## config.mk

```make
export PLATFORM = sky130hd
export DESIGN_NAME = pre_addr_decode
export DESIGN_NICKNAME = d
export VERILOG_FILES = /design/src/rtl/pre_addr_decode.sv
export SDC_FILE = /design/constraint.sdc
export NUM_CORES = 1
export LEC_CHECK = 0
export BUFFER_PORTS_ARGS = -buffer_cell sky130_fd_sc_hd__buf_4
export CAP_MARGIN = 20
export CORE_MARGIN = 2
export CORE_UTILIZATION = 60
export DETAILED_ROUTE_END_ITERATION = 10
export GPL_ROUTABILITY_DRIVEN = 1
export GPL_TIMING_DRIVEN = 0
export PLACE_DENSITY = 0.79
export SLEW_MARGIN = 20
export SYNTH_ARGS = -nofsm -noshare
export SYNTH_HDL_FRONTEND = slang
export SYNTH_SLANG_ARGS = --single-unit
```

## constraint.sdc

```tcl
create_clock -name clk -period 4.2 [get_ports clk]
set_clock_uncertainty 0.2 [all_clocks]
set_input_delay 0.84 -clock clk [delete_from_list [all_inputs] [get_ports clk]]
set_output_delay 0.84 -clock clk [all_outputs]
set_load 0.05 [all_outputs]
```

## src/rtl/pre_addr_decode.sv

```systemverilog
// Backpointer buffer and LIFO traceback decoder: stores encoded POS indices and replays them last-first as one-hot tags.
// Optional PRE_ADDR_DECODE_RANGE_CHK_EN enables a sticky err flag for out-of-range stored indices.
module pre_addr_decode #(
    parameter int word_num     = 16,
    parameter int word_num_bit = 4,
    parameter int POS_num      = 11,
    parameter int POS_num_bit  = 4
) (
    input  logic                   clk,
    input  logic                   reset,
    input  logic                   wr_valid,
    input  logic [POS_num_bit-1:0] pre_addr_Pre_addr_decode_in,
    output logic                   wr_ready,
    input  logic                   tb_start,
    output logic                   out_valid,
    input  logic                   out_ready,
    output logic [POS_num-1:0]     pre_addr_Pre_addr_decode_out,
    output logic [POS_num_bit-1:0] out_idx,
    output logic                   out_last,
    output logic                   err
);

    localparam int CW = word_num_bit + 1;
    localparam logic [CW-1:0] CNT_FULL = CW'(word_num);
    localparam logic [CW-1:0] CNT_ONE  = CW'(1);

    typedef enum logic [1:0] {IDLE, FILL, DRAIN} state_t;

    state_t                 state;
    state_t                 state_nx;
    logic [CW-1:0]          count;
    logic [CW-1:0]          count_nx;
    logic [CW-1:0]          rd_ptr;
    logic [POS_num_bit-1:0] mem [word_num];
    logic                   wr_acc;
    logic                   rd_acc;
    logic                   drain_nx;
    logic [POS_num_bit-1:0] idx_nx;
    logic [POS_num-1:0]     oh_nx;

    always_comb begin
        wr_acc   = wr_valid && wr_ready;
        rd_acc   = (state == DRAIN) && out_ready;
        state_nx = state;
        count_nx = count;
        case (state)
            IDLE: begin
                if (wr_acc) begin
                    count_nx = count + CNT_ONE;
                    state_nx = FILL;
                end
            end
            FILL: begin
                if (wr_acc) count_nx = count + CNT_ONE;
                if (tb_start) state_nx = DRAIN;
            end
            DRAIN: begin
                if (rd_acc) begin
                    count_nx = count - CNT_ONE;
                    if (count == CNT_ONE) state_nx = IDLE;
                end
            end
            default: state_nx = IDLE;
        endcase
        drain_nx = (state_nx == DRAIN);

        // Outputs are registered, so the next top-of-stack is looked up here;
        // a word written on the same edge as tb_start bypasses the buffer.
        rd_ptr = count_nx - CNT_ONE;
        if (wr_acc && (rd_ptr == count))
            idx_nx = pre_addr_Pre_addr_decode_in;
        else
            idx_nx = mem[rd_ptr[word_num_bit-1:0]];

        oh_nx = '0;
        for (int unsigned i = 0; i < POS_num; i++) begin
            if (32'(idx_nx) == i) oh_nx[i] = 1'b1;
        end
    end

    always_ff @(posedge clk or negedge reset) begin
        if (!reset) begin
            state                        <= IDLE;
            count                        <= '0;
            out_valid                    <= 1'b0;
            out_idx                      <= '0;
            pre_addr_Pre_addr_decode_out <= '0;
            out_last                     <= 1'b0;
            wr_ready                     <= 1'b1;
        end else begin
            state                        <= state_nx;
            count                        <= count_nx;
            out_valid                    <= drain_nx;
            out_idx                      <= drain_nx ? idx_nx : '0;
            pre_addr_Pre_addr_decode_out <= drain_nx ? oh_nx : '0;
            out_last                     <= drain_nx && (count_nx == CNT_ONE);
            wr_ready                     <= !drain_nx && (count_nx < CNT_FULL);
        end
    end

    // Buffer contents intentionally survive reset.
    always_ff @(posedge clk) begin
        if (wr_acc) mem[count[word_num_bit-1:0]] <= pre_addr_Pre_addr_decode_in;
    end

`ifdef PRE_ADDR_DECODE_RANGE_CHK_EN
    always_ff @(posedge clk or negedge reset) begin
        if (!reset)
            err <= 1'b0;
        else if (drain_nx && (32'(idx_nx) >= 32'(POS_num)))
            err <= 1'b1;
    end
`else
    assign err = 1'b0;
`endif

endmodule
```

==> results.md, run 1 <==
- Status: finished, final reports clean
- Slowest-stage cell, CP: o41a_1
- Worst setup path end: pre_addr_Pre_addr_decode_out[5]
- Max Cap Violations: 0
- Final period utilization: 0.961
- EDFF count, synth: 64
- Fraction of synthesized area in multiplexers: 0.0549
- CTS tree: built
- CTS sink cnt: 89
- # rows: 30
- Least-Margin Pin Slew: 0.913 ns
- Initial antenna violation count: 0
- Rel. slew slack: 0.392
- Core Footprint: 6790 um^2
- Highest achievable clock rate: 0.248 GHz
- Yosys top cell by area: edfxtp_1
- Filler cell count in the final layout: 471
- Slowest stage delay, CP: 0.54 ns
- Syn. warnings: 0
- Post-synth top flop: edfxtp_1
- DR vias: 3008
- CTS Buf Count: 9
- Worst path depth: 12
- Layout Utilization: 0.718
- FF+latch count, synth: 89
- Slew Viols, Final: 0
- Drt drc: 0
- Vias per Instance: 6.40
- Family with the most delay on the worst path: compound AO/OA/AOI/OAI gates
- Clock slew at reported path FFs: 0.10 ns
- Area of the mapped netlist: 4220 um^2
- Post-CTS Hold Fix Bufs: 0
- Layout Nets: 384
- Die height: 87.8 um
- Critical path launch point: count[0]
- Most common cell after layout, fill and taps aside: edfxtp_1
- Overflow after GRT: 0
- DIE WIDTH: 87.8 um
- Tmin final: 4.04 ns
- Worst r2r dst: pre_addr_Pre_addr_decode_out[5]
- HPWL Detailed: 6670 um
- Wire per inst: 20.4 um
- Worst-path cell chain: inv_1 -> ha_1 -> nor3_1 -> a311oi_2 -> ha_1 -> clkbuf_2 -> clkbuf_4 -> mux4_2 -> o21a_1 -> o31a_1 -> o41a_1 -> nor4_1
- Vias in the first global route: 2947
- Most frequent CP cell: ha_1
- Clock root cell: clkbuf_8
- Skew-Pair Late Insertion Delay: 0.37 ns
- Die ar.: 7710 um^2
- Final RePlAce weighted congestion: 0.935
- Global Route Usage Sum: 0.267
- Final ANT Viol Nets: 0
- Post-Synth Simple-Gate Area: 0.156
- Async SR Flop Fraction: 0.281
- Synth Area in Compound Gates: 0.131
- Initial Util: 0.621
- I/O Pins: 28
- R2R Path Start: count[0]
- Post-synth net total: 340
- Synth area leaders: edfxtp_1, dfrtp_1, mux4_2
- Commonest cells after routing, fill and taps aside: edfxtp_1, buf_4, dfrtp_1
- Inserted Diodes: 0
- Synth-to-Final Area Change: 15.7%
- First-pass GRT wire length: 15100 um
- Critical Path Sink Type: flop
- Worst hold path type: input pin to asynchronous set/reset pin
- Final hold vios: 0
- Adder-cell share of the synthesized area: 0.0178
- Endpoints failing setup: 0
- Sequential fraction of the synthesis area: 0.604
- Ratio of cells with drive above 1 in the final layout: 0.249
- Crit-path max FO: 10
- Multi-input logic area: 1660 um^2
- CP required: 4.26 ns
- Drt total wl: 9580 um
- FF-to-FF path depth: 12
- Crit path kind: flop to flop
- Startpoint types: flop
- Area share of the largest cell type after synthesis: 0.456
- Reg area: 2550 um^2
- FF-to-FF setup slack: 0.16 ns
- Crit path DAT: 4.10 ns
- Post-Synth XOR/XNOR Area: 0.0125
- Largest family of logic cells by synthesized area: simple AND/OR/NAND/NOR gates
- PortBufs: 26
- Synth Instances: 325
- Largest net degree at the start of global routing: 26
- Synth Area per Inst: 13.0 um^2
- Synth unique cells: 59
- CTS H-tree depth: 3
- Initial DRC count: 222
- Worst path bufs/invs: 3
- Clock Path Buffers: 2
- DRT Pass-1 Iters: 5
through the flow:
step | TNS (ns) | cells | area, um^2 | setup slack, ns | hold slack (ns)
after global routing | -0.00424 | 470 | 4880 | -0.00400 | 0.174
after floorplan | 0 | 325 | 4220 | 0.195 | 0.274
after CTS | 0 | 463 | 4780 | 0.0242 | 0.162
after detailed placement | -13.17 | 447 | 4530 | -0.980 | 0.305
after global placement | -12.24 | 447 | 4530 | -0.921 | 0.300
final | 0 | 470 | 4880 | 0.163 | 0.148
state kept, by name, indices dropped and copies added (netlist names):
name	cells
mem	64
pre_addr_Pre_addr_decode_out	11
count	5
out_idx	4
state	2
out_last	1
out_valid	1
wr_ready	1
how the worst min path moves through the flow:
stage / endpoint / slack (ns) / cells past startpoint / startpoint
after floorplan: count[4] / 0.27 / 1 / count[4]
after global placement: count[4] / 0.30 / 1 / count[4]
after detailed placement: count[4] / 0.30 / 1 / count[4]
after CTS: count[0] / 0.16 / 1 / reset
after global routing: out_valid / 0.17 / 1 / reset
final: out_valid / 0.15 / 1 / reset
layer usage:
metal | part of all wire | track usage | routed length (um) | up-vias
met5 | 0 | 0 | 0 | -
met4 | 0.029 | 0.109 | 274 | 0
met3 | 0.074 | 0.0462 | 705 | 31
met2 | 0.49 | 0.443 | 4700 | 147
met1 | 0.41 | 0.351 | 3900 | 1476
li1 | - | - | - | 1354
timing repair:
| item | in CTS | in global routing |
|---|---|---|
| gates resized for setup | 12 | 13 |
| endpoints found under the hold margin | 0 | 0 |
| pin swaps | 0 | 4 |
| endpoints found under the setup margin | 15 | 15 |
| setup buffers | 0 | 8 |
cells in the mapped netlist (2+ instances only):
library cell,count
edfxtp_1,64
dfrtp_1,24
nand2_1,19
nand2b_1,17
o21ai_0,16
and2_1,14
nor2_1,13
nor4_1,12
o22ai_1,9
a211oi_1,8
a22oi_1,8
and3_1,8
clkbuf_1,8
inv_1,8
mux4_2,8
nand3_1,8
ha_1,6
xor2_1,5
a31o_1,4
a31oi_1,4
mux2i_1,4
nor3_1,4
o21a_1,4
o31ai_1,4
and2_0,3
nand3b_1,3
o22a_1,3
a221oi_1,2
and3b_2,2
and4b_4,2
buf_4,2
o211ai_1,2
area by class of cell:
type	count	share of cell area
plain buffers	10	0.0128
flip-flops and latches	89	0.523
multi-input cells	215	0.340
clock buffers	9	0.0254
repair buffers	34	0.0523
inverters	10	0.00769
well taps	96	0.0246
clock inverters	7	0.0144
logic make-up after synthesis:
logic type,count (synthesis)
and+or+nand+nor,113
DFF,89
AOI/OAI and AO/OA,76
buffers and inverters,21
muxes,13
adders and majority gates,6
xor gates and xnor gates,6
other,1
Power of run 1 is not shown: default switching activity piles up to over one toggle a cycle in this logic, so the estimate is an artifact.
==> run 2, diff against run 1 <==
--- a/config.mk
+++ b/config.mk
@@ -8,11 +8,10 @@
 export BUFFER_PORTS_ARGS = -buffer_cell sky130_fd_sc_hd__buf_4
 export CAP_MARGIN = 20
 export CORE_MARGIN = 2
-export CORE_UTILIZATION = 60
+export CORE_UTILIZATION = 45
 export DETAILED_ROUTE_END_ITERATION = 10
 export GPL_ROUTABILITY_DRIVEN = 1
 export GPL_TIMING_DRIVEN = 0
-export PLACE_DENSITY = 0.79
 export SLEW_MARGIN = 20
 export SYNTH_ARGS = -nofsm -noshare
 export SYNTH_HDL_FRONTEND = slang
==> run 2 against run 1 <==
Against the previous run: maximum frequency grew 1.9%; sequential cell count unchanged; critical endpoint is now pre_addr_Pre_addr_decode_out[7]; sequential share of layout area grew 0.16 points; routed wire length is 0.11% higher; hold slack improved by 0.013 ns; count of clock-buffer cells in the layout stayed put; register-to-register slack improved by 0.09 ns; cell count is 1.9% higher; critical path depth is the same.
==> results.md, run 2 (synthesis gave the netlist of run 1 again) <==
- Status: finished, final reports clean
- # rows: 35 (+17%)
- Rel. slew slack: 0.395 (+0.00332)
- Vias in the first global route: 2820 (-4.3%)
- PortBufs: 26 (unchanged)
- FF-to-FF path depth: 13 (+1)
- CTS Buf Count: 9 (unchanged)
- Max FFs per register: 64 (unchanged)
- Crit path DAT: 4.02 ns (-0.08 ns)
- Crit-path max FO: 9 (-1)
- Clock slew at reported path FFs: 0.09 ns (about the same)
- Max Cap Violations: 0 (unchanged)
- Ratio of cells with drive above 1 in the final layout: 0.236 (-0.0123)
- CTS sink cnt: 89 (unchanged)
- Hold_ws: 0.161 ns (+0.0127 ns)
- Worst hold path type: input pin to asynchronous set/reset pin
- Highest achievable clock rate: 0.253 GHz (+1.9%)
- Skew-Pair Late Insertion Delay: 0.37 ns (about the same)
- Reg area: 2550 um^2 (about the same)
- Least-Margin Pin Slew: 0.901 ns (-0.0119 ns)
- Layout Utilization: 0.531 (-0.187)
- Global Route Usage Sum: 0.199 (-0.0673)
- Layout Nets: 378 (-1.6%)
- DIE WIDTH: 101 um (+15%)
- Drt total wl: 9590 um (+0.11%)
- Multi-input logic area: 1660 um^2 (+0.30%)
- Endpoints failing setup: 0 (unchanged)
- Setup TNS: 0 ns (unchanged)
- Filler cell count in the final layout: 790 (+68%)
- Initial Util: 0.461 (-0.160)
- Critical Path Sink Type: flop
- Wire per inst: 20.0 um (-1.8%)
- Slew Viols, Final: 0 (unchanged)
- Most common cell after layout, fill and taps aside: edfxtp_1
- Initial antenna violation count: 0 (unchanged)
- Synth-to-Final Area Change: 15.3%
- Overflow after GRT: 0 (unchanged)
- Die height: 101 um (+15%)
- Final RePlAce weighted congestion: 0.850 (-9.1%)
- Placed insts: 462 (+3.4%)
- CTS tree: built
- Inserted Diodes: 0 (unchanged)
- I/O Pins: 28 (unchanged)
- CTS H-tree depth: 3 (unchanged)
- Commonest cells after routing, fill and taps aside: edfxtp_1, buf_4, dfrtp_1
- Vias per Instance: 5.93 (-7.3%)
- Initial DRC count: 206 (-7.2%)
- Drt drc: 0 (unchanged)
- Clock root cell: clkbuf_8
- Clock Path Buffers: 2 (unchanged)
- Largest net degree at the start of global routing: 26 (unchanged)
- Post-CTS Hold Fix Bufs: 0 (unchanged)
- Non-Filler Instances: 479 (+1.9%)
- First-pass GRT wire length: 15200 um (+0.64%)
- Startpoint types: input pin
- DR vias: 2842 (-5.5%)
- HPWL Detailed: 6640 um (-0.37%)
- Core Footprint: 9150 um^2 (+35%)
- Final period utilization: 0.943 (-0.0184)
- Final hold vios: 0 (unchanged)
- CP required: 4.26 ns (about the same)
- Die ar.: 10200 um^2 (+32%)
- Crit path kind: input pin to flop
- DRT Pass-1 Iters: 5 (unchanged)
- Final ANT Viol Nets: 0 (unchanged)
- Tmin final: 3.96 ns (-0.0772 ns)
[run 2: worst paths after layout]
path	start	endpoint	slack, ns
max reg2reg	count[1]	pre_addr_Pre_addr_decode_out[7]	0.25
min	reset	count[1]	0.16
min in group clk	count[4]	count[4]	0.32
max in group asynchronous	reset	wr_ready	3.34
max	out_ready	pre_addr_Pre_addr_decode_out[7]	0.24
min reg2reg	count[4]	count[4]	0.32
[run 2: repair_timing]
item | CTS | global route
setup buffers | 0 | 2
endpoints found under the setup margin | 15 | 14
gates resized for setup | 12 | 16
pin swaps | 0 | 1
[run 2: cell type report]
type,instances,area share
multi-input cells,215,0.342
clock inverters,7,0.0144
plain buffers,10,0.0134
flip-flops and latches,89,0.524
repair buffers,28,0.0432
clock buffers,9,0.0255
inverters,10,0.00823
well taps,111,0.0286
[run 2: through the flow]
| step | cell area (um^2) | setup WS, ns |
|---|---|---|
| 2_1_floorplan | 4220 | 0.195 |
| 3_3_place_gp | 4550 | -0.931 |
| 3_5_place_dp | 4550 | -0.928 |
| 4_1_cts | 4790 | 0.00399 |
| 5_1_grt | 4860 | -0.0221 |
| 6_report | 4860 | 0.240 |
[run 2: layer usage]
metal	vias up	wire, um	GRT usage
li1	1336	-	-
met1	1399	4520	0.276
met2	92	4430	0.316
met3	15	468	0.0361
met4	0	170	0.0717
met5	-	0	0
[run 2: worst max-delay path, stage by stage]
cell and delay [ns]:
buf_4 0.13, nand3b_1 0.21, a21oi_4 0.16, nor2_1 0.31, inv_4 0.16, ha_1 0.28, nor3_1 0.76, o22ai_1 0.16
and3_1 0.25, a31o_1 0.23, a31o_4 0.26, nor4_1 0.28
Power of run 2 is left out for the same reason.
